$ cat src/rtl/sync_fifo_pkg.sv
// Shared types and sizing helpers for the programmable synchronous FIFO.
//   clog2  : ceiling log2 for sizing address fields
//   cnt_w  : pointer/count width for a given depth (address width + 1)
//   fifo_flags_t : registered status flag vector
package sync_fifo_pkg;

  function automatic int clog2(input int n);
    int r;
    for (r = 0; (1 << r) < n; r++) begin end
    return r;
  endfunction

  // One extra bit so a full FIFO (count == DEPTH) is representable
  // and pointers can distinguish full from empty.
  function automatic int cnt_w(input int depth);
    return clog2(depth) + 1;
  endfunction

  typedef struct packed {
    logic overflow;
    logic underflow;
    logic almost_full;
    logic almost_empty;
    logic full;
    logic empty;
  } fifo_flags_t;

  localparam fifo_flags_t FLAGS_RST = '{
    overflow: 1'b0, underflow: 1'b0, almost_full: 1'b0,
    almost_empty: 1'b1, full: 1'b0, empty: 1'b1
  };

endpackage

$ cat src/rtl/sync_fifo_prog_if.sv
// Producer/consumer bundle for sync_fifo_prog.
//   master : drives write/read requests, thresholds, error clear
//   slave  : the FIFO; returns read data, occupancy and status flags
interface sync_fifo_prog_if #(
  parameter int WIDTH = 8,
  parameter int DEPTH = 32
);
  import sync_fifo_pkg::*;
  localparam int CW = cnt_w(DEPTH);

  logic             i_we;
  logic [WIDTH-1:0] i_wdata;
  logic             i_re;
  logic [CW-1:0]    i_af_level;
  logic [CW-1:0]    i_ae_level;
  logic             i_clr_err;
  logic [WIDTH-1:0] o_rdata;
  logic             o_rvalid;
  logic             o_full;
  logic             o_empty;
  logic             o_almost_full;
  logic             o_almost_empty;
  logic [CW-1:0]    o_count;
  logic             o_overflow;
  logic             o_underflow;

  modport master (
    output i_we, i_wdata, i_re, i_af_level, i_ae_level, i_clr_err,
    input  o_rdata, o_rvalid, o_full, o_empty, o_almost_full, o_almost_empty,
           o_count, o_overflow, o_underflow
  );

  modport slave (
    input  i_we, i_wdata, i_re, i_af_level, i_ae_level, i_clr_err,
    output o_rdata, o_rvalid, o_full, o_empty, o_almost_full, o_almost_empty,
           o_count, o_overflow, o_underflow
  );
endinterface

$ cat src/rtl/sync_fifo_mem.sv
// DEPTH x WIDTH storage for sync_fifo_prog.
//   clk/we/waddr/wdata : synchronous write port
//   raddr/rdata        : asynchronous read port
// Contents are not reset.
module sync_fifo_mem
  import sync_fifo_pkg::*;
#(
  parameter int WIDTH = 8,
  parameter int DEPTH = 32,
  localparam int AW   = clog2(DEPTH)
) (
  input  logic             clk,
  input  logic             we,
  input  logic [AW-1:0]    waddr,
  input  logic [WIDTH-1:0] wdata,
  input  logic [AW-1:0]    raddr,
  output logic [WIDTH-1:0] rdata
);
  logic [WIDTH-1:0] mem [DEPTH];

  always_ff @(posedge clk)
    if (we) mem[waddr] <= wdata;

  assign rdata = mem[raddr];
endmodule

$ cat src/rtl/sync_fifo_prog.sv
// Single-clock FIFO with occupancy count, runtime almost-full/almost-empty
// thresholds and sticky overflow/underflow flags.
//   i_clk, i_resetn : clock, async active-low reset (sync release expected)
//   bus (slave)     : write/read requests, thresholds, error clear, read data,
//                     count and status flags
// Build option SYNC_FIFO_FWFT_EN: first-word-fall-through read (head word shown
// combinationally, i_re acknowledges it). Default: registered read, 1-cycle latency.
module sync_fifo_prog
  import sync_fifo_pkg::*;
#(
  parameter int WIDTH = 8,
  parameter int DEPTH = 32
) (
  input  logic            i_clk,
  input  logic            i_resetn,
  sync_fifo_prog_if.slave bus
);
  localparam int AW = clog2(DEPTH);
  localparam int PW = AW + 1;

  logic [PW-1:0]    wptr, rptr, count, count_nxt;
  fifo_flags_t      flags, flags_nxt;
  logic             wr_ok, rd_ok;
  logic [WIDTH-1:0] mem_rd;

  // Acceptance uses the registered flags of the current cycle.
  assign wr_ok = bus.i_we & ~flags.full;
  assign rd_ok = bus.i_re & ~flags.empty;

  always_comb begin
    count_nxt = count;
    case ({wr_ok, rd_ok})
      2'b10:   count_nxt = count + PW'(1);
      2'b01:   count_nxt = count - PW'(1);
      default: count_nxt = count;
    endcase
    flags_nxt.full         = (count_nxt == PW'(DEPTH));
    flags_nxt.empty        = (count_nxt == '0);
    flags_nxt.almost_full  = (count_nxt >= bus.i_af_level);
    flags_nxt.almost_empty = (count_nxt <= bus.i_ae_level);
    // A fresh error outranks a clear in the same cycle.
    flags_nxt.overflow     = (bus.i_we & flags.full)  | (flags.overflow  & ~bus.i_clr_err);
    flags_nxt.underflow    = (bus.i_re & flags.empty) | (flags.underflow & ~bus.i_clr_err);
  end

  always_ff @(posedge i_clk or negedge i_resetn)
    if (!i_resetn) begin
      wptr  <= '0;
      rptr  <= '0;
      count <= '0;
      flags <= FLAGS_RST;
    end else begin
      if (wr_ok) wptr <= wptr + PW'(1);
      if (rd_ok) rptr <= rptr + PW'(1);
      count <= count_nxt;
      flags <= flags_nxt;
    end

  sync_fifo_mem #(.WIDTH(WIDTH), .DEPTH(DEPTH)) u_mem (
    .clk   (i_clk),
    .we    (wr_ok),
    .waddr (wptr[AW-1:0]),
    .wdata (bus.i_wdata),
    .raddr (rptr[AW-1:0]),
    .rdata (mem_rd)
  );

`ifdef SYNC_FIFO_FWFT_EN
  // Head word is always on the output; i_re just advances rptr.
  assign bus.o_rdata  = mem_rd;
  assign bus.o_rvalid = ~flags.empty;
`else
  logic [WIDTH-1:0] rdata_q;
  logic             rvalid_q;

  // rdata holds the last word read; rvalid pulses for one cycle per read.
  always_ff @(posedge i_clk or negedge i_resetn)
    if (!i_resetn) begin
      rdata_q  <= '0;
      rvalid_q <= 1'b0;
    end else begin
      if (rd_ok) rdata_q <= mem_rd;
      rvalid_q <= rd_ok;
    end

  assign bus.o_rdata  = rdata_q;
  assign bus.o_rvalid = rvalid_q;
`endif

  assign bus.o_count        = count;
  assign bus.o_full         = flags.full;
  assign bus.o_empty        = flags.empty;
  assign bus.o_almost_full  = flags.almost_full;
  assign bus.o_almost_empty = flags.almost_empty;
  assign bus.o_overflow     = flags.overflow;
  assign bus.o_underflow    = flags.underflow;
endmodule

$ cat src/flat_wrapper.sv
// flat-port wrapper written by rule: the top's interface ports become plain ports
module sync_fifo_prog_flat import sync_fifo_pkg::*;
#(
  parameter int WIDTH = 8,
  parameter int DEPTH = 32
)
  (i_clk, i_resetn, bus_i_we, bus_i_wdata, bus_i_re, bus_i_af_level, bus_i_ae_level, bus_i_clr_err, bus_o_rdata, bus_o_rvalid, bus_o_full, bus_o_empty, bus_o_almost_full, bus_o_almost_empty, bus_o_count, bus_o_overflow, bus_o_underflow);
  sync_fifo_prog_if #(.WIDTH(WIDTH), .DEPTH(DEPTH)) bus_i ();
  input  logic i_clk;
  input  logic i_resetn;
  input wire logic [$bits(bus_i.i_we)-1:0] bus_i_we;
  input wire logic [$bits(bus_i.i_wdata)-1:0] bus_i_wdata;
  input wire logic [$bits(bus_i.i_re)-1:0] bus_i_re;
  input wire logic [$bits(bus_i.i_af_level)-1:0] bus_i_af_level;
  input wire logic [$bits(bus_i.i_ae_level)-1:0] bus_i_ae_level;
  input wire logic [$bits(bus_i.i_clr_err)-1:0] bus_i_clr_err;
  output wire logic [$bits(bus_i.o_rdata)-1:0] bus_o_rdata;
  output wire logic [$bits(bus_i.o_rvalid)-1:0] bus_o_rvalid;
  output wire logic [$bits(bus_i.o_full)-1:0] bus_o_full;
  output wire logic [$bits(bus_i.o_empty)-1:0] bus_o_empty;
  output wire logic [$bits(bus_i.o_almost_full)-1:0] bus_o_almost_full;
  output wire logic [$bits(bus_i.o_almost_empty)-1:0] bus_o_almost_empty;
  output wire logic [$bits(bus_i.o_count)-1:0] bus_o_count;
  output wire logic [$bits(bus_i.o_overflow)-1:0] bus_o_overflow;
  output wire logic [$bits(bus_i.o_underflow)-1:0] bus_o_underflow;
  assign bus_i.i_we = bus_i_we;
  assign bus_i.i_wdata = bus_i_wdata;
  assign bus_i.i_re = bus_i_re;
  assign bus_i.i_af_level = bus_i_af_level;
  assign bus_i.i_ae_level = bus_i_ae_level;
  assign bus_i.i_clr_err = bus_i_clr_err;
  assign bus_o_rdata = bus_i.o_rdata;
  assign bus_o_rvalid = bus_i.o_rvalid;
  assign bus_o_full = bus_i.o_full;
  assign bus_o_empty = bus_i.o_empty;
  assign bus_o_almost_full = bus_i.o_almost_full;
  assign bus_o_almost_empty = bus_i.o_almost_empty;
  assign bus_o_count = bus_i.o_count;
  assign bus_o_overflow = bus_i.o_overflow;
  assign bus_o_underflow = bus_i.o_underflow;
  sync_fifo_prog #(.WIDTH(WIDTH), .DEPTH(DEPTH)) u_core (.i_clk(i_clk), .i_resetn(i_resetn), .bus(bus_i));
endmodule
$ cat config.mk
export PLATFORM = sky130hd
export DESIGN_NAME = sync_fifo_prog_flat
export DESIGN_NICKNAME = d
export VERILOG_FILES = /design/src/rtl/sync_fifo_pkg.sv /design/src/rtl/sync_fifo_prog_if.sv /design/src/rtl/sync_fifo_mem.sv /design/src/rtl/sync_fifo_prog.sv /design/src/flat_wrapper.sv
export SDC_FILE = /design/constraint.sdc
export NUM_CORES = 1
export LEC_CHECK = 0
export ABC_AREA = 1
export CAP_MARGIN = 20
export CORE_MARGIN = 8
export CORE_UTILIZATION = 65
export CTS_CLUSTER_DIAMETER = 50
export CTS_CLUSTER_SIZE = 14
export DETAILED_ROUTE_END_ITERATION = 7
export PLACE_DENSITY = 0.84
export SETUP_SLACK_MARGIN = 0.4
export SYNTH_ARGS = -nofsm -noshare
export SYNTH_HDL_FRONTEND = slang
export SYNTH_SLANG_ARGS = --single-unit
$ cat constraint.sdc
create_clock -name i_clk -period 6 [get_ports i_clk]
set_input_delay 0.9 -clock i_clk [delete_from_list [all_inputs] [get_ports i_clk]]
set_output_delay 0.9 -clock i_clk [all_outputs]
set_load 0.01 [all_outputs]
Word level (Yosys, flattened, before mapping)

Memory sizes are Yosys's and may differ from the RTL's. A register that Yosys moved wholly into a read port is not among the register bits.
Index checks and enable logic that the tools add are counted.

RAM bits: 256
Output and inout bits: 21
Bits of input ports: 25
Bits in registers: 25
Word-level logic and storage cells: 36
Memories kept: 1

Memory list:

| name             | depth | width | rd ports | clocked after Yosys merged registers in | wr ports | RTL line            | RTL |
|---|---|---|---|---|---|---|---|
| u_core.u_mem.mem | 32    | 8     | 1        | 1                                       | 1        | sync_fifo_mem.sv:19 | `logic [WIDTH-1:0] mem [DEPTH];` |

Add/subtract/negate cells: 4
Reductions and logical operators: 2
Equality and inequality tests: 3
$lt $le $gt $ge: 2
Mux-type cells: 3
Bitwise gates (word level): 11

Operators with widths:

| operator              | number |
|---|---|
| $add A6 B1 Y6 const B | 3 |
| $pmux W6 S2           | 1 |
| $and A1 B1 Y1         | 6 |
| $eq A6 B6 Y1 const B  | 1 |
| $ge A6 B6 Y1          | 1 |
| $le A6 B6 Y1          | 1 |
| $logic_not A6 Y1      | 1 |
| $sub A6 B1 Y6 const B | 1 |
| $not A1 Y1            | 3 |
| $eq A2 B1 Y1 const B  | 1 |
| $eq A2 B2 Y1 const B  | 1 |
| $mux W1               | 2 |
| $or A1 B1 Y1          | 2 |
| $logic_not A1 Y1      | 1 |

Longest topological paths before layout

Gate-level depths: netlist of the first run.

Word-level depth: 5
Mapped depth: 24
Gate-level depth less buffers: 23

Hierarchy

From an unflattened synthesis of the first run, not the netlist that was laid out.

Cells, all modules: 1150
Area total of the unflattened synthesis: 12456.9 µm²

Modules (own cells, without submodules):

| module         | instances | cells each | area an instance (µm²) | sequential area each (µm²) |
|---|---|---|---|---|
| sync_fifo_mem  | 1         | 914        | 10626.4                | 7687.4 |
| sync_fifo_prog | 1         | 236        | 1830.5                 | 778.2 |

Worst setup path after synthesis of the first run

Ideal clock, no wire load.

Kind: in2reg
From: in bus_i_re
To: reg u_core.flags, in the netlist u_core.bus.o_almost_full
Stages: 20
Path slack: 2.862 ns
Arrival time: 3.026 ns
Required time: 5.887 ns
Setup time: 0.113 ns
Path buffers: 2
Cells stage by stage: inv_2 > nor2_4 > buf_6 > clkbuf_1 > ha_1 > inv_2 > nand2_1 > o21ai_0 > ha_1 > a21boi_0 > o21ai_0 > nand2_1 > nand2_1 > nand2_1 > nand2_1 > nand2_1 > nand2_1 > nand3_1 > nand2_1 > inv_1

RTL lines:

| what                   | RTL line             | RTL |
|---|---|---|
| start: declaration     | flat_wrapper.sv:13   | `input wire logic [$bits(bus_i.i_re)-1:0] bus_i_re;` |
| end signal: assignment | sync_fifo_prog.sv:56 | `flags <= flags_nxt;` |
| end: declaration       | sync_fifo_prog.sv:22 | `fifo_flags_t flags, flags_nxt;` |

==> results of run 1 <==
==> flip-flops by register name, summed over array words and instances (netlist names), 5 cells and up <==
register and cells:
u_core.u_mem.mem 256, u_core.bus.o_rdata 8, u_core.bus.o_count 6, u_core.rptr 5
u_core.wptr 5
==> layer usage <==
metal	up-vias	track usage [%]	wire, um
li1	3642	-	-
met1	3913	33.9	10700
met2	481	38.2	13200
met3	74	3.12	2570
met4	0	8.92	964
met5	-	0	0
==> layout make-up <==
| type | instances | area (um^2) | share of cell area (%) |
|---|---|---|---|
| tap | 229 | 287 | 2.13 |
| clock inverter | 5 | 38.8 | 0.289 |
| clock buffer | 42 | 763 | 5.68 |
| multi-input combinational | 603 | 3030 | 22.6 |
| inverter | 51 | 193 | 1.44 |
| sequential | 287 | 8470 | 63.1 |
| timing repair buffer | 61 | 641 | 4.77 |
==> logic make-up after synthesis <==
| group | count (synthesis) |
|---|---|
| AOI/OAI and AO/OA | 213 |
| xor gates and xnor gates | 9 |
| adders and majority gates | 18 |
| buffers and inverters | 103 |
| DFF | 287 |
| and+or+nand+nor | 363 |
==> worst paths after layout <==
path / from / to / slack (ps) / depth (start not counted)
max: bus_i_re / u_core.bus.o_almost_empty / 2410 / 22
min: u_core.bus.o_rdata[2] / u_core.bus.o_rdata[2] / 500 / 2
max reg2reg: u_core.rptr[0] / u_core.bus.o_rdata[6] / 2720 / 8
min reg2reg: u_core.bus.o_rdata[2] / u_core.bus.o_rdata[2] / 500 / 2
max in group asynchronous: i_resetn / u_core.bus.o_almost_empty / 4880 / 2
min in group asynchronous: i_resetn / u_core.bus.o_rvalid / 780 / 2
==> synth_stat cells (all sizes together) <==
cell type	instances
nand3b	2
nand2	111
dfrtp	29
buf	21
xor2	9
a21oi	5
a21o	1
o211ai	12
o22ai	37
ha	18
o21bai	1
dfstp	2
inv	48
edfxtp	256
o21ai	136
clkinv	3
o221ai	20
clkbuf	31
nor2	187
nand3	46
a21boi	1
nand4	16
or2	1
==> power by group <==
part | internal, mW | switching (mW)
sequential | 2.39 | 0.197
clock | 0.876 | 0.695
combinational | 0.671 | 1.42
total | 3.93 | 2.32
==> worst min-delay path: stages, from the launching register on <==
cell and delay, ps:
sky130_fd_sc_hd__dfrtp_1 350, sky130_fd_sc_hd__nand2_1 60, sky130_fd_sc_hd__nand2_1 60
==> through the flow <==
stage,setup WS [ps],util [%],power [mW],cells,hold slack [ps]
3_5_place_dp,1990,69.9,4.63,1227,482
5_1_grt,2100,74.7,6.56,1278,525
4_1_cts,2540,74.3,6.21,1274,505
3_3_place_gp,2110,69.6,4.55,1225,479
2_1_floorplan,2860,-,3.93,993,515
6_report,2410,74.7,6.25,1278,502
==> flow_summary.yaml, run 1 <==
status:
  outcome: "finished, final reports clean"
global_routing:
  grt.overflow.total: 0
  grtUsageTotal_pct: 24.1
  antenna_violations_before_repair: 0
  grt_start_max_net_pins: 103
  number_of_global_route_vias_before_repair: 7760
  grt_pass1_wl_um: 42200
placement:
  detailed_place.area_um2: 12600
  portBuffers: 45
  globalplace.congestion: 0.901
  dp.final_hpwl_um: 16000
sta:
  finalSetupTns_ps: 0
  hold_violations_final: 0
  clock-skew-final_ps: 15.2
  fmax_mhz: 279
  tightest_slew_ps: 1020
  timing.slew.headroom_pct: 31.8
  post-route-min-period_ps: 3590
  grt_setup_unrepaired: "no"
  post_route_fraction_of_the_period_consumed_by_the_critical_path_pct: 59.8
  final-max-slew-violation-count: 0
  setup_viol: 0
clock_tree:
  clock_tree_sinks: 287
  ctsLongestPathBuffers: 3
  cts-buffers-inserted: 26
  root_buffer: "sky130_fd_sc_hd__clkbuf_16"
  clkTransAtPathRegs_ps: 60
  ctsHtreeMaxLevel: 1
  post_cts_setup_driven_buffer_insertion_count: 0
  post_cts_resized: 0
  tritoncts: "done"
  postCtsHoldBufs: 0
  clock_insertion_delay_at_the_later_pin_of_the_skew_report_ps: 530
final_layout:
  antenna_diode_count: 0
  final_nets: 1073
  final_area_um2: 13400
  fill_cells: 1045
  synthToLayoutAreaGrowth_pct: 12.5
  drive_above_1_share_pct: 6.48
  layout.cells.most_common_list: "sky130_fd_sc_hd__edfxtp_1, sky130_fd_sc_hd__nor2_1, sky130_fd_sc_hd__o21ai_0"
  commonest_non_fill_non_tap_cell_in_the_layout: "sky130_fd_sc_hd__edfxtp_1"
floorplan:
  die_height_um: 152
  num_io_pins: 46
  die_width_um: 152
  start_util_pct: 66.4
  fp.dieArea_um2: 23000
  core-area_um2: 18000
  core.rowCount: 49
power_and_ir_drop:
  leakage_nw: 4.71
  power_density_nw_per_um2: 465
  vdd_ir_drop_max_v: 0.000313
synth:
  synth_compound_gate_area_share_pct: 10.3
  yosysTopAreaCell: "sky130_fd_sc_hd__edfxtp_1"
  largest_family_of_logic_cells_by_synthesized_area: "simple AND/OR/NAND/NOR gates"
  ys_types: 32
  post_synthesis_xor_xnor_area_fraction_pct: 0.660
  avgSynthCellArea_um2: 12.0
  yosys_register_bits: 287
  synth_warnings: 0
  synth_mux_area_share_pct: 0
  synth_nets: 1036
  post_synth_inst_count: 993
  area_share_of_the_leading_cell_type_in_the_synthesized_netlist_pct: 64.4
  yosysSeqAreaShare_pct: 70.9
  synth_simple_gate_area_share_pct: 12.6
  synth.top_cells.by_area: "sky130_fd_sc_hd__edfxtp_1, sky130_fd_sc_hd__dfrtp_1, sky130_fd_sc_hd__nor2_1"
  netlist_area_um2: 11900
  synth-adder-area-share_pct: 1.89
route:
  drt.antenna.violating_nets: 0
  via_count: 8110
  drcViolationCount: 0
  route.detailed.vias_per_inst: 6.35
  average_detailed_routed_wire_length_per_instance_um: 21.5
  detailedRoute.firstPassIterationCount: 6
  drt_wl_total_um: 27500
  drt_iter0_markers: 1264
critical_path:
  worstSetupPathType: "primary input to flop"
  crit_buf_inv: 5
  cp.required_ps: 6440
  end_kind: "flop"
  cp_startpoint_kind: "primary input"
  critical_path.max_stage_delay_ps: 500
  critical_path.cell_chain: "clkdlybuf4s50_1 -> inv_2 -> nor2_4 -> nand2_2 -> nand2_1 -> nand2_1 -> inv_2 -> ha_1 -> a21oi_1 -> inv_1 -> nand3_1 -> nand2_1 -> nand2_1 -> nand2_1 -> nand2_1 -> nand2_1 -> inv_1 -> ha_1 -> a21o_1 -> a21oi_1 -> o21ai_0 -> o21ai_0"
  worst_ep_arrival_time_ps: 4020
  critical_path.most_common_cell: "sky130_fd_sc_hd__nand2_1"
  crit_fanout: 21
  critical_path.top_delay_family: "simple AND/OR/NAND/NOR gates"
  cpMaxStageDelayCell: "sky130_fd_sc_hd__clkdlybuf4s50_1"
min_path:
  hold_class: "flop to flop"
job:
  maxCapViolCount: 0
Power figures use the tool's default switching activity.
==> run 2: changes to the inputs <==
- CORE_UTILIZATION: 65 -> 55
- PLACE_DENSITY: 0.84 -> 0.76
- clock period: 6 -> 2.95 ns (I/O delays scaled with it)
==> flow_summary.yaml, run 2 (synthesized netlist as in run 1, its figures left out) <==
status:
  outcome: "finished, final reports clean"
route:
  route.detailed.vias_per_inst: 5.82
  drcViolationCount: 0
  drt.antenna.violating_nets: 0
  drt_iter0_markers: 895
  average_detailed_routed_wire_length_per_instance_um: 20.5
  drt_wl_total_um: 28400
  detailedRoute.firstPassIterationCount: 5
  via_count: 8079
floorplan:
  num_io_pins: 46
  core-area_um2: 21600
  core.rowCount: 54
  start_util_pct: 55.4
  die_height_um: 163
  die_width_um: 163
  fp.dieArea_um2: 26700
critical_path:
  critical_path.max_stage_delay_ps: 390
  critical_path.cell_chain: "inv_2 -> nand2_4 -> buf_6 -> ha_4 -> nand2_1 -> nand3b_1 -> nand2_2 -> inv_2 -> nand2_1 -> nand2_1 -> nand2_1 -> nand2_2 -> nand2_2 -> inv_2 -> buf_4 -> ha_1 -> a21o_1 -> a21oi_2 -> o21ai_1 -> o21ai_1"
  cp.required_ps: 3410
  worstReg2RegEnd: "u_core.bus.o_almost_empty"
  crit_fanout: 6
  critical_path_depth: 20
  end_kind: "flop"
  crit_path_start: "u_core.bus.o_full"
  reg2regPathDepth: 20
  worst_ep_arrival_time_ps: 2870
  cpMaxStageDelayCell: "sky130_fd_sc_hd__dfrtp_1"
  crit_buf_inv: 5
  crit_path_end: "u_core.bus.o_almost_empty"
  critical_path.top_delay_family: "simple AND/OR/NAND/NOR gates"
  crit-reg2reg-launch: "u_core.bus.o_full"
  cp_startpoint_kind: "flop"
  critical_path.most_common_cell: "sky130_fd_sc_hd__nand2_1"
  regToRegSetupSlack_ps: 540
  worstSetupPathType: "flop to flop"
power_and_ir_drop:
  netSwitchingPower_mw: 4.79
  combPwrFrac_pct: 35.0
  power_density_nw_per_um2: 931
  power.switching_fraction_pct: 36.9
  seqPwrFrac_pct: 40.4
  intPower_mw: 8.20
  clkPwrFrac_pct: 24.6
  vdd_ir_drop_max_v: 0.000578
  leakage_nw: 5.00
final_layout:
  antenna_diode_count: 0
  commonest_non_fill_non_tap_cell_in_the_layout: "sky130_fd_sc_hd__edfxtp_1"
  final_core_utilization_pct: 64.7
  drive_above_1_share_pct: 13.3
  final_nets: 1130
  synthToLayoutAreaGrowth_pct: 16.8
  layout.cells.most_common_list: "sky130_fd_sc_hd__edfxtp_1, sky130_fd_sc_hd__nor2_1, sky130_fd_sc_hd__o21ai_0"
  final-instance-count-excl-fill: 1387
  largest_reg_flops: 256
  largest_register: "u_core.u_mem.mem"
  final_area_um2: 13900
min_path:
  hold_class: "primary input to asynchronous set/reset pin"
placement:
  detailedPlace.worstSlack_ps: -56.4
  detailed_place.area_um2: 13000
  place.detailed.instances: 1331
  globalplace.congestion: 0.861
  portBuffers: 45
  dp.final_hpwl_um: 16500
global_routing:
  number_of_global_route_vias_before_repair: 7828
  grt_use_met2_pct: 34.1
  grtUsageTotal_pct: 21.1
  met3_track_demand_over_resource_in_global_routing_pct: 3.53
  grt.overflow.total: 0
  grt_pass1_wl_um: 44000
  grt_use_met1_pct: 28.8
  antenna_violations_before_repair: 0
  gr-max-usage-layer: "met2"
  grt_start_max_net_pins: 130
clock_tree:
  tritoncts: "done"
  ctsLongestPathBuffers: 3
  clkTransAtPathRegs_ps: 70
  clock_tree_sinks: 287
  ctsHtreeMaxLevel: 1
  postCtsHoldBufs: 0
  cts-buffers-inserted: 26
  root_buffer: "sky130_fd_sc_hd__clkbuf_16"
  clock_insertion_delay_at_the_later_pin_of_the_skew_report_ps: 550
sta:
  setup_slack_ps: 543
  grt_setup_unrepaired: "no"
  post_route_fraction_of_the_period_consumed_by_the_critical_path_pct: 81.6
  tightest_slew_ps: 833
  fmax_mhz: 416
  final-max-slew-violation-count: 0
  setup_viol: 0
  timing.slew.headroom_pct: 44.5
  post-route-min-period_ps: 2410
  hold_violations_final: 0
  clock-skew-final_ps: 25.8
job:
  maxCapViolCount: 0
run 2: cell count changes in the layout (fill, tap and decap cells not counted), moves of 5 or more:
cell,change
sky130_fd_sc_hd__nand2_1,-6
sky130_fd_sc_hd__buf_4,+60
sky130_fd_sc_hd__inv_1,-5
sky130_fd_sc_hd__inv_2,+5
sky130_fd_sc_hd__nand2_2,+5
sky130_fd_sc_hd__o21ai_0,-5
run 2: how the worst min path moves through the flow:
stage / startpoint / depth (start not counted) / endpoint / slack, ps
final: i_resetn / 1 / u_core.rptr[3] / 10
after global routing: i_resetn / 1 / u_core.bus.o_rdata[7] / 50
after CTS: i_resetn / 1 / u_core.rptr[3] / 10
after detailed placement: u_core.bus.o_rdata[0] / 2 / u_core.bus.o_rdata[0] / 470
after global placement: u_core.bus.o_rdata[0] / 2 / u_core.bus.o_rdata[0] / 460
after floorplan: i_resetn / 0 / u_core.bus.o_almost_full / 150
run 2: stage by stage:
stage	hold WS (ps)	setup TNS (ps)	total power, mW
6_report	12.2	0	13.0
4_1_cts	11.6	0	12.9
3_5_place_dp	472	-78.4	9.67
3_3_place_gp	464	0	9.52
2_1_floorplan	147	0	8.01
5_1_grt	46.4	0	13.7
run 2: layer usage:
metal	wire [um]	share of wire, %
met4	672	2.4
met5	0	0
met1	11700	41
met2	13800	49
met3	2230	7.8
run 2: power by group through the flow:
stage | registers, mW | logic (mW) | clock network, mW
after floorplan | 5.14 | 2.87 | 0
after global placement | 5.29 | 4.23 | 0
after detailed placement | 5.31 | 4.36 | 0
after CTS | 5.23 | 4.41 | 3.24
after global routing | 5.28 | 5.04 | 3.38
final | 5.24 | 4.55 | 3.20
run 2: area by class of cell:
cell class	count	area (um^2)
flip-flops and latches	287	8470
fillers	1542	7610
multi-input cells	603	3120
repair buffers	118	1020
clock buffers	38	706
well taps	280	350
inverters	51	193
clock inverters	10	92.6
run 2: timing repair:
| item | 4_1_cts | 5_1_grt |
|---|---|---|
| pin swaps | 0 | 13 |
| resized for setup | 0 | 27 |
| setup endpoints to repair | 1 | 2 |
| buffers inserted | 1 | 7 |
==> edit 1, RTL diff (settings of run 2) <==
Put a register stage on the output `bus.o_underflow`. The value now appears one clock later.
--- a/src/rtl/sync_fifo_prog.sv
+++ b/src/rtl/sync_fifo_prog.sv
@@ -94,5 +94,7 @@
   assign bus.o_almost_empty = flags.almost_empty;
   assign bus.o_overflow     = flags.overflow;
-  assign bus.o_underflow    = flags.underflow;
+  always_ff @(posedge i_clk) begin
+    bus.o_underflow <= flags.underflow;
+  end
 endmodule
 
Behaviour: not the same (a bounded check fails within 4 cycles, from zero or initial values and one cycle with i_resetn low).
==> edit 1 against run 2 <==
  * Routed wire length is 0.77% lower
  * Critical path depth shrank 2
  * Power increased by 1.6%
  * Area after synthesis increased by 0.17%
  * Sequential cell count grew 1
  * Worst setup slack got worse by 14 ps
  * Design area up 0.75%
  * Fmax decreased by 0.59%
  * Die area is 0.15% higher
  * Largest power group unchanged
  * Highest routed layer unchanged
==> edit 1: results (changes against run 2) <==
* Placed insts at 1335 (+0.30%)
* CTS buffer count at 27 (+3.8%)
* Delay-heaviest family, CP: simple AND/OR/NAND/NOR gates
* P_leak at 0.00504 uW (+0.88%)
* Layout cells sized above 1 at 13.1% (-0.22 points)
* Number of synthesized flops with an enable pin at 256 (unchanged)
* WP data arrival at 2850 ps (-20 ps)
* Unique masters post-synth at 33 (+3.1%)
* Critical path's largest stage delay at 580 ps (+190 ps)
* Post-synthesis cell count at 994 (+0.10%)
* Initial antenna violation count at 0 (unchanged)
* First-pass GRT wire length at 43800 um (-0.57%)
* R2R cell count at 18 (-10%)
* Via Count at 8136 (+0.71%)
* Hpwl dp at 16900 um (+2.9%)
* Overall fraction of global-route tracks in use at 21.0% (-0.083 points)
* Crit-path max FO at 5 (-1)
* DRC violations left at 0 (unchanged)
* Sequential share of the synthesized area at 71.0% (about the same)
* Asr flop ratio synth at 10.8% (-0.038 points)
* IR Drop Worst-Case VDD at 0.707 mV (+22%)
* Largest cells by area after synthesis: edfxtp_1 64%, dfrtp_1 6.1%, nor2_1 5.8%, o21ai_0 5.6%, nand2_1 3.4%
* Antenna Diode Count at 0 (unchanged)
* Clock Skew at 12.0 ps (-13.8 ps)
* Placer Congestion at 0.926 (+7.5%)
* Nets@finish at 1133 (+0.27%)
* Routed wire per std cell at 20.3 um (-0.98%)
* Vias in the first global route at 7928 (+1.3%)
* 1st-iter DRT viols at 967 (+8.0%)
* Status: completed
* Largest net degree at the start of global routing at 131 (+0.77%)
* Slowest CP cell: dfstp_2
* CTS root buffer: clkbuf_16
* R2R Path End: u_core.bus.o_almost_full
* R2r startpoint: u_core.bus.o_empty
* Synthesized Nets at 1037 (+0.097%)
* Hold Crit Class: in -> reg
* CTS max path bufs at 3 (unchanged)
* Total Routed Length at 28200 um (-0.77%)
* Relative slew slack at 43.8% (-0.66 points)
* HP Start: bus_i_re
[edit 1: cell types whose count changed after synthesis, sizes merged]
| cell | delta |
|---|---|
| dfxtp | +1 |
[edit 1: metrics by stage]
stage	worst slack, ps	hold slack, ps	utilization [%]	cell area, um2
2_1_floorplan	448	147	-	12000
3_3_place_gp	29.8	360	60.7	13100
3_5_place_dp	-59.2	361	60.7	13100
4_1_cts	419	375	64.7	13900
5_1_grt	353	240	65.2	14000
6_report	529	226	65.2	14000
[edit 1: worst max-delay path by stage]
| stage | to | startpoint | depth (start not counted) |
|---|---|---|---|
| 2_1_floorplan | u_core.bus.o_almost_empty | u_core.bus.o_empty | 17 |
| 3_3_place_gp | u_core.bus.o_almost_empty | bus_i_re | 20 |
| 3_5_place_dp | u_core.bus.o_almost_empty | bus_i_re | 20 |
| 4_1_cts | u_core.bus.o_almost_empty | u_core.bus.o_empty | 19 |
| 5_1_grt | u_core.bus.o_almost_full | u_core.bus.o_empty | 21 |
| 6_report | u_core.bus.o_almost_full | u_core.bus.o_empty | 18 |
[edit 1: layout make-up]
type                    instances  area, um2
inverters                      51        193
clock buffers                  41        748
multi-input cells             603       3110
flip-flops and latches        288       8490
fillers                      1543       7500
well taps                     280        350
repair buffers                119       1050
clock inverters                 8        104
[edit 1: repair_timing]
action | CTS | global route
resized for setup | 0 | 20
setup buffers | 0 | 6
endpoints found under the setup margin | 0 | 2
[edit 1: power breakdown]
part           internal (uW)  switching (uW)
Clock                   1870            1490
Sequential              4860             276
Combinational           1620            3070
[edit 1: layer usage]
| metal | GRT usage (%) | vias up | part of all wire, % | routed length, um |
|---|---|---|---|---|
| met1 | 28.4 | 3989 | 40 | 11300 |
| li1 | - | 3762 | - | - |
| met3 | 2.49 | 48 | 7.7 | 2180 |
| met2 | 35.3 | 337 | 50 | 14100 |
| met5 | 0 | - | 0 | 0 |
| met4 | 5.75 | 0 | 2.1 | 605 |
[edit 1: cells by family after synthesis]
group / synth area share (%)
simple gates: 12.6
flops: 71.0
fa+ha+maj: 1.88
buf+inv: 3.64
compound gates: 10.2
xor+xnor: 0.659
[edit 1: worst reg2reg max path: stages (launching register included)]
cell and delay, ps:
dfstp_2 580, nor2_4 50, buf_6 130, ha_4 290
inv_2 70, nand2_1 90, o21ai_2 80, ha_1 270
a21boi_1 130, o21ai_1 130, nand2_1 70, nand2_1 50
nand2_1 50, nand2_1 80, nand2_1 50, nand2_1 50
nand3_1 70, nand2_1 60, inv_1 30
==> edit 2, RTL diff (flow settings as in run 2) <==
Without the edit above. `DEPTH` is set to 32 in 4 places; all go to 16.
--- a/src/rtl/sync_fifo_prog_if.sv
+++ b/src/rtl/sync_fifo_prog_if.sv
@@ -4,5 +4,5 @@
 interface sync_fifo_prog_if #(
   parameter int WIDTH = 8,
-  parameter int DEPTH = 32
+  parameter int DEPTH = 16
 );
   import sync_fifo_pkg::*;
--- a/src/rtl/sync_fifo_mem.sv
+++ b/src/rtl/sync_fifo_mem.sv
@@ -7,5 +7,5 @@
 #(
   parameter int WIDTH = 8,
-  parameter int DEPTH = 32,
+  parameter int DEPTH = 16,
   localparam int AW   = clog2(DEPTH)
 ) (
--- a/src/rtl/sync_fifo_prog.sv
+++ b/src/rtl/sync_fifo_prog.sv
@@ -10,5 +10,5 @@
 #(
   parameter int WIDTH = 8,
-  parameter int DEPTH = 32
+  parameter int DEPTH = 16
 ) (
   input  logic            i_clk,
--- a/src/flat_wrapper.sv
+++ b/src/flat_wrapper.sv
@@ -3,5 +3,5 @@
 #(
   parameter int WIDTH = 8,
-  parameter int DEPTH = 32
+  parameter int DEPTH = 16
 )
   (i_clk, i_resetn, bus_i_we, bus_i_wdata, bus_i_re, bus_i_af_level, bus_i_ae_level, bus_i_clr_err, bus_o_rdata, bus_o_rvalid, bus_o_full, bus_o_empty, bus_o_almost_full, bus_o_almost_empty, bus_o_count, bus_o_overflow, bus_o_underflow);
Interface: changed (resized bus_i_ae_level, bus_i_af_level and bus_o_count); port bits go from 46 to 43. The function was not compared with the original's and may differ.
==> edit 2 against run 2 <==
  * Core utilization is 3.5 points higher
  * Clock power is 23% lower
  * Design area is 42% lower
  * Sequential cell count is 131 lower
  * Worst setup slack worse by 73 ps
  * Synthesized cell count is 44% lower
  * Routed wire length is 46% lower
  * Area after synthesis is 45% lower
  * Power is 32% lower
==> edit 2: results (changes against run 2) <==
* CTS max path bufs at 2 (-1)
* FF/Latch Area at 0.00455 mm2 (-46%)
* Placement Setup Slack at -26.2 ps (+30.2 ps)
* WP data arrival at 2800 ps (-70 ps)
* Clk pwr at 2480 uW (-23%)
* Routed length on met3 at 840 um (-62%)
* M3 GR Usage at 4.21% (+0.68 points)
* Global Route met1 Usage at 23.6% (-5.2 points)
* IR Drop Worst-Case VDD at 0.654 mV (+13%)
* Post-CTS sizing at 1 (+1)
* Clock latency on the worst-skew pair at 420 ps (-130 ps)
* Buffers on Ports at 42 (-6.7%)
* GRT met2 Usage at 33.2% (-0.95 points)
* Vias in the first global route at 4752 (-39%)
* Nets@finish at 667 (-41%)
* Synth Area in Adders at 2.86% (+0.97 points)
* Layout cells sized above 1 at 14.2% (+0.90 points)
* Met1 Wirelength at 6420 um (-45%)
* 1st-iter DRT viols at 518 (-42%)
* Asr flop ratio synth at 17.9% (+7.1 points)
* Critical path's largest stage delay at 600 ps (+210 ps)
* Status: completed
* Hold Crit Class: in -> reg
* Largest cells by area after synthesis: edfxtp_1 59%, dfrtp_1 9.9%, o21ai_0 6.7%, nor2_1 5.6%, o22ai_1 3.8%
* Post-synthesis compound-gate area fraction at 11.3% (+1.0 points)
* Crit-path max FO at 5 (-1)
* Placed inst area at 0.00728 mm2 (-44%)
* Synth Area in XOR/XNOR at 1.45% (+0.79 points)
* Via Count at 4580 (-43%)
* First-pass GRT wire length at 24100 um (-45%)
* Placer Congestion at 0.860 (about the same)
* Placed insts at 752 (-44%)
* Largest net degree at the start of global routing at 68 (-48%)
* Number of synthesized flops with an enable pin at 128 (-50%)
* Worst slew pin tran at 792 ps (-41.6 ps)
* Post-CTS setup buffers at 0 (-1)
* Max reg flops at 128 (-50%)
* DR WL met2 at 7650 um (-45%)
* Fraction of power spent switching nets at 37.0% (+0.077 points)
* Slowest CP cell: dfstp_2
* Reg power frac at 33.9% (-6.5 points)
* Vias per cell at 5.80 (-0.34%)
* Overall fraction of global-route tracks in use at 19.7% (-1.4 points)
* Pwr Density at 1100 mW/mm2 (+18%)
* Unique masters post-synth at 30 (-6.3%)
* Sequential share of the synthesized area at 69.2% (-1.7 points)
## edit 2: cell count changes in the layout (fill, tap and decap cells not counted), sizes merged, moves of 31 or more
cell	delta
edfxtp	-128
nand2	-49
nor2	-87
o21ai	-45
nand3	-31
buf	-43
## edit 2: worst paths after layout
| check | from | end | slack, ps | depth (start not counted) |
|---|---|---|---|---|
| min in group asynchronous | i_resetn | u_core.bus.o_rvalid | 480 | 1 |
| max reg2reg | u_core.bus.o_empty | u_core.bus.o_almost_full | 470 | 14 |
| min | bus_i_re | u_core.bus.o_underflow | 310 | 3 |
| max | u_core.bus.o_empty | u_core.bus.o_almost_full | 470 | 14 |
| min reg2reg | u_core.bus.o_rdata[2] | u_core.bus.o_rdata[2] | 490 | 2 |
| max in group asynchronous | i_resetn | u_core.bus.o_almost_empty | 1740 | 2 |
## edit 2: final cells by class
type	count	share of cell area [%]
inverter	37	1.72
clock buffer	17	5.28
clock inverter	15	3.09
timing repair buffer	73	8.17
sequential	156	56.4
tap	147	2.28
multi-input combinational	344	23.0
